[src/rtl/ifu_prefetch.sv]
// Instruction prefetch unit: walks the OTP address bus, captures each read word,
// and queues {pc, instr} pairs for decode. A redirect flushes the queue and restarts fetch.
module ifu_prefetch #(
    parameter int          DEPTH    = 4,
    parameter logic [31:0] RESET_PC = 32'h0000_0000
) (
    input  logic        clk,
    input  logic        rst_n,
    input  logic        fetch_en,
    input  logic        redirect_valid,
    input  logic [31:0] redirect_pc,
    output logic [31:0] otp_pa,
    input  logic [31:0] otp_pdataout,
    output logic        instr_valid,
    output logic [31:0] instr_data,
    output logic [31:0] instr_pc,
    input  logic        instr_ready
);

    localparam int PW = $clog2(DEPTH);
    localparam int CW = PW + 1;
    localparam logic [CW-1:0] DEPTH_C = CW'(DEPTH);

    logic [31:0]   fetch_pc;
    logic [PW-1:0] rd_ptr;
    logic [PW-1:0] wr_ptr;
    logic [CW-1:0] count;
    logic [31:0]   pc_mem   [DEPTH];
    logic [31:0]   data_mem [DEPTH];
    logic [31:0]   redirect_aligned;
    logic          push;
    logic          pop;

    // Handshake: a word transfers to decode on any edge where instr_valid && instr_ready
    // and no redirect is present; the head is held stable until that happens.
    assign instr_valid      = (count != '0);
    assign instr_data       = instr_valid ? data_mem[rd_ptr] : 32'h0;
    assign instr_pc         = instr_valid ? pc_mem[rd_ptr]   : 32'h0;
    assign otp_pa           = fetch_pc;
    assign redirect_aligned = redirect_pc & ~32'h3;

    assign pop  = instr_valid && instr_ready && !redirect_valid;
    // A pop frees a slot in the same edge, so a full queue still streams one word per cycle.
    assign push = !redirect_valid && fetch_en && ((count < DEPTH_C) || pop);

    always_ff @(posedge clk or negedge rst_n) begin
        if (!rst_n) begin
            fetch_pc <= RESET_PC;
            rd_ptr   <= '0;
            wr_ptr   <= '0;
            count    <= '0;
        end else if (redirect_valid) begin
            fetch_pc <= redirect_aligned;
            rd_ptr   <= '0;
            wr_ptr   <= '0;
            count    <= '0;
        end else begin
            if (push) begin
                wr_ptr   <= wr_ptr + PW'(1);
                fetch_pc <= fetch_pc + 32'd4;
            end
            if (pop) begin
                rd_ptr <= rd_ptr + PW'(1);
            end
            case ({push, pop})
                2'b10:   count <= count + CW'(1);
                2'b01:   count <= count - CW'(1);
                default: count <= count;
            endcase
        end
    end

    // Storage needs no reset: entries are only observed while count covers them.
    always_ff @(posedge clk) begin
        if (push) begin
            pc_mem[wr_ptr]   <= fetch_pc;
            data_mem[wr_ptr] <= otp_pdataout;
        end
    end

endmodule

[config.mk]
export PLATFORM = sky130hd
export DESIGN_NAME = ifu_prefetch
export DESIGN_NICKNAME = d
export VERILOG_FILES = /design/src/rtl/ifu_prefetch.sv
export SDC_FILE = /design/constraint.sdc
export NUM_CORES = 1
export LEC_CHECK = 0
export CELL_PAD_IN_SITES_DETAIL_PLACEMENT = 1
export CELL_PAD_IN_SITES_GLOBAL_PLACEMENT = 2
export CORE_MARGIN = 3
export CORE_UTILIZATION = 40
export DETAILED_ROUTE_END_ITERATION = 7
export GPL_ROUTABILITY_DRIVEN = 0
export PLACE_DENSITY_LB_ADDON = 0.25
export SYNTH_ARGS = -nofsm -noshare
export SYNTH_HDL_FRONTEND = slang
export SYNTH_SLANG_ARGS = --single-unit
[constraint.sdc]
create_clock -name clk -period 4.1 [get_ports clk]
set_input_delay 0.41 -clock clk [delete_from_list [all_inputs] [get_ports clk]]
set_output_delay 0.41 -clock clk [all_outputs]
set_load 0.02 [all_outputs]
# --- Word level (Yosys, flattened, before mapping) ---
# Memories as Yosys holds them, arrays and structs flattened.
# Cells that the tools add are included.
word_totals:
  ff_bits: 39
  mem_bits_rw: 256
  in_bits: 69
  out_inout_bits: 97
  word_cells: 36
  memories: 2
op_classes:
  add_sub_neg: 5
  order_cmp: 1
  eq_ne: 2
  mux: 12
  n_reduce_logical: 10
memory_table:
  columns: ["memory", "words", "word_bits", "rd", "rd_clocked_by_memory_dff", "write_ports", "line_no", "rtl"]
  rows:
  - ["data_mem", 4, 32, 1, 0, 1, "29", "logic [31:0] data_mem [DEPTH];"]
  - ["pc_mem", 4, 32, 1, 0, 1, "28", "logic [31:0] pc_mem [DEPTH];"]
op_table:
  columns: ["op", "n"]
  rows:
  - ["$mux 32", 4]
  - ["$add 32x3->32 const B", 1]
  - ["$mux 2", 4]
  - ["$pmux 3 s2", 1]
  - ["$reduce_bool 3->1", 2]
  - ["$add 2x1->2 const B", 2]
  - ["$logic_and 1x1->1", 4]
  - ["$reduce_bool 2->1", 2]
  - ["$add 3x1->3 const B", 1]
  - ["$lt 3x3->1 const B", 1]
  - ["$mux 3", 1]
  - ["$sub 3x1->3 const B", 1]
  - ["$eq 2x1->1 const B", 1]
  - ["$eq 2x2->1 const B", 1]
  - ["$mux 1", 2]
  - ["$logic_not 1->1", 1]
  - ["$logic_or 1x1->1", 1]

# --- Depth between registers and ports, before layout ---
logic_depth:
  ltp_word: 8
  mapped_depth: 7
  depth_no_buf: 6

# --- Worst setup path before layout ---
# No wires, ideal clock.
synth_path:
  path_kind: "in2reg"
  startpoint: "input port instr_ready"
  endpoint: "memory data_mem[0][0] (enable)"
  setup_time_ns: 0.427
  arrival_ns: 2.445
  required_ns: 3.673
  slack_ns: 1.228
  path_stages: 5
  path_buffers: 1
  cell_sequence: "nand2b_1 > buf_4 > nand2_1 > nor2_1 > and2_1"
synth_between:
  elab_chain_len: 6
synth_rtl:
  columns: ["item", "line_no", "rtl"]
  rows:
  - ["start, declared", "17", "input logic instr_ready"]
  - ["$logic_and 1x1->1 (2 in a row)", "42", "assign pop = instr_valid && instr_ready && !redirect_valid;"]
  - ["$logic_or 1x1->1", "44", "assign push = !redirect_valid && fetch_en && ((count < DEPTH_C) || pop);"]
  - ["$logic_and 1x1->1", "44", null]
  - ["$mux 1", "75", "if (push) begin"]
  - ["$mux 1 (not written as such)", "77", "data_mem[wr_ptr] <= otp_pdataout;"]
  - ["end, declared", "29", null]
# No other way between the ends.

# --- Worst setup path after layout ---
layout_path:
  startpoint: "register rd_ptr[0]"
  endpoint: "output port instr_pc[20]"
layout_between:
  elab_chain_len: 2
layout_rtl:
  columns: ["item", "line_no", "rtl"]
  rows:
  - ["start, declared", "25", "logic [PW-1:0] rd_ptr;"]
  - ["start signal, assigned", "63", "rd_ptr <= rd_ptr + PW'(1);"]
  - ["$mem_v2 4x32", null, null]
  - ["$mux 32", "38", "assign instr_pc = instr_valid ? pc_mem[rd_ptr] : 32'h0;"]
  - ["end, declared", "16", "output logic [31:0] instr_pc,"]
# No other way between the ends.

==> reports/metrics.cfg <==
[status]
status=finished with violations
violations=negative hold slack

[route]
dr.pass1.iters=4
initialDrtViolationCount=522
post-route-drc-count=0
vias=6557
routed_wl_mm=27.07
dr_wl_met3_mm=1.290
wl_met1_mm=11.78
highest_layer=met5
wl_met2_mm=13.55
vias_per_cell=5.348
avgRoutedWirePerCell_um=22.08
ant_nets=0

[worst_setup_path]
crit_cells=4
cp_slowest_cell=dfrtp_4
rr_worst_depth=5
crit_chain=buf_4 -> mux4_2 -> and2_1 -> clkdlybuf4s50_1
end_kind=primary output
critPathArrivalTime_ns=2.96
r2r-end=otp_pa[16]
ff2ff_setup_slack_ns=1.36
required_ns=3.69
worst_setup_path_start_kind=flop
reg2reg_from=otp_pa[2]
crit_buf_inv=2
cp-endpoint=instr_pc[20]
critPathKind=flop to primary output
critPathMaxStageDelay_ns=0.75
crit_family=buffers and inverters
critPathLaunch=rd_ptr[0]
crit_fanout=24

[power_and_ir_drop]
power_leakage_uw=0.004837
p_per_area_nw_per_um2=628.4
p_int_uw=6522
p_sw_uw=2715
clockPowerShare_pct=31.0
comb_power_share_pct=30.1
seq_power_share_pct=39.0
switching_share_pct=29.40
peakVddDrop_mv=0.2875

[place]
port-buffer-count=159
post-dp-hpwl_mm=17.25
dp.cells=1170

[layout]
fin_cells=1226
n_fill_cell=2606
drive_gt1_share_pct=16.63
layout.nets=899
diodes=0
synthToLayoutAreaGrowth_pct=27.05

[synth]
synth_seq_area_share_pct=72.37
synth_most_common_cell=edfxtp_1
syn_area_per_cell_um2=17.75
ys_top_cells_by_count=edfxtp_1 (248), and2_1 (68), mux4_2 (62)
postSynthCellCount=652
yosysWarnings=0
synth-edff-count=248
synth_cell_types=37
syn_area_um2=11570
synth.area.top_cells=edfxtp_1 (64%), mux4_2 (12%), dfrtp_1 (8.0%)
synth_top_cell_area_share_pct=64.37
yosysTopAreaCell=edfxtp_1
synth_flop_cell=edfxtp_1
async_flop_share_pct=12.98
ys_ff_latch=285

[hold_path]
hp-class=input pin to async pin

[timing]
clock.fmax_ghz=0.2964
slew_headroom_pct=32.92
rsz0062_at_grt=false
hold_ws_ns=-0.007719
setup-violations-final=0
finalMaxSlewViolations=0
timing.final.crit_share_pct=82.30
fin_crit_ns=3.374
finalHoldViolations=2
clock_skew_ns=0.01266
finalSetupTns_ns=0
tightest_slew_ns=1.006

[global_route]
overflow=0
antenna_found_initial=2
grt_pass1_wl_mm=42.44
grt_max_degree=64
first_global_vias=7245
grt_use_total_pct=17.56

[cts]
cts_resized=0
insertion_delay_ns=0.54
cts.sinks=285
cts_hold_buf=0
cts_buffer_depth=3
cts_root_buf=clkbuf_16
cts_inserted_buffers=30
post_cts_buffers=0
htreeDepth=1
clk_pin_slew_ns=0.06
cts_tree=built

[die]
std_cell_rows=61
core_area_um2=28160
die_h_um=176.1
die_area_um2=31000
ios=166
start_util_pct=41.08
die_w_um=176.1

[job]
cap_violations=0

==> state kept, by name, summed over array words and instances (netlist names) <==
register / cells
data_mem: 128
pc_mem: 120
otp_pa: 30
count: 3
rd_ptr: 2
wr_ptr: 2
==> worst register-to-register path, stage by stage, from the launching register on <==
cell and delay, ns:
dfrtp_1 0.56, ha_1 0.28, and3_1 0.20, nand4_1 0.67
or4_1 0.77, a31oi_1 0.19
==> metrics by stage <==
step                      setup slack [ns]  hold WS, ns  cell area, um2  util, %  power [uW]
after global placement               1.097       0.5514           13630    48.39        6445
after floorplan                      1.228       0.1144           11580        -        5177
after detailed placement            0.9892       0.5766           13630    48.39        6508
after CTS                           0.6267     0.008000           14700    52.19        9383
final                               0.7257    -0.007719           14700    52.19        9237
after global routing                0.5340      0.05585           14700    52.19        9672
==> metal layers <==
metal | up-vias | track usage [%]
met5 | - | 0
met4 | 4 | 3.728
met3 | 35 | 3.312
met2 | 170 | 30.47
met1 | 3425 | 23.24
li1 | 2923 | -
==> layout make-up <==
class                      instances  area, um2  area share [%]
timing repair buffer             178       1742           11.85
sequential                       285       8381           57.01
clock inverter                    16      191.4           1.302
tap                              378      473.0           3.218
inverter                           7      26.28          0.1788
multi-input combinational        322       3007           20.45
clock buffer                      40      879.6           5.984
==> how the worst min path moves through the flow <==
stage / from / end / slack, ns / cells after the start
after floorplan: rst_n / count[0] / 0.11 / 0
after global placement: wr_ptr[1] / wr_ptr[1] / 0.55 / 2
after detailed placement: wr_ptr[1] / wr_ptr[1] / 0.58 / 2
after CTS: rst_n / otp_pa[5] / 0.008 / 1
after global routing: rst_n / otp_pa[5] / 0.06 / 1
final: rst_n / otp_pa[5] / -0.008 / 1
==> logic make-up (layout without fill, tap and decap cells) <==
group,count (synthesis),count (layout),synth area share [%]
xor+xnor,11,11,0.8327
buf+inv,48,241,1.838
flops,285,285,72.37
mux,66,66,12.43
compound gates,54,54,2.920
other cells,1,4,0.03241
fa+ha+maj,6,6,0.7138
simple gates,181,181,8.868
==> power groups by stage <==
stage          clock [uW]  combinational (uW)  sequential [uW]
6_report             2860                2780             3600
3_3_place_gp            0                2800             3650
4_1_cts              2930                2840             3610
5_1_grt              3050                2980             3640
2_1_floorplan           0                1620             3550
3_5_place_dp            0                2840             3670
==> layout by cell type (no fill, tap or decap), types with 9 or more instances in the layout <==
cell type        Yosys  layout
and2_1              68      64
edfxtp_1           248     248
buf_4                6      18
o31ai_1             13      13
or4_1               16      16
nand2_1             26      26
clkdlybuf4s50_1      0     158
dfrtp_1             37      35
nor2_1              24      24
nand3_1             16      16
mux4_2              62      62
clkbuf_16            0      31
nand4_1              9       9
o21ai_0             16      16
a31oi_1             17      17
Note: power is estimated with default switching activity, not from simulation.
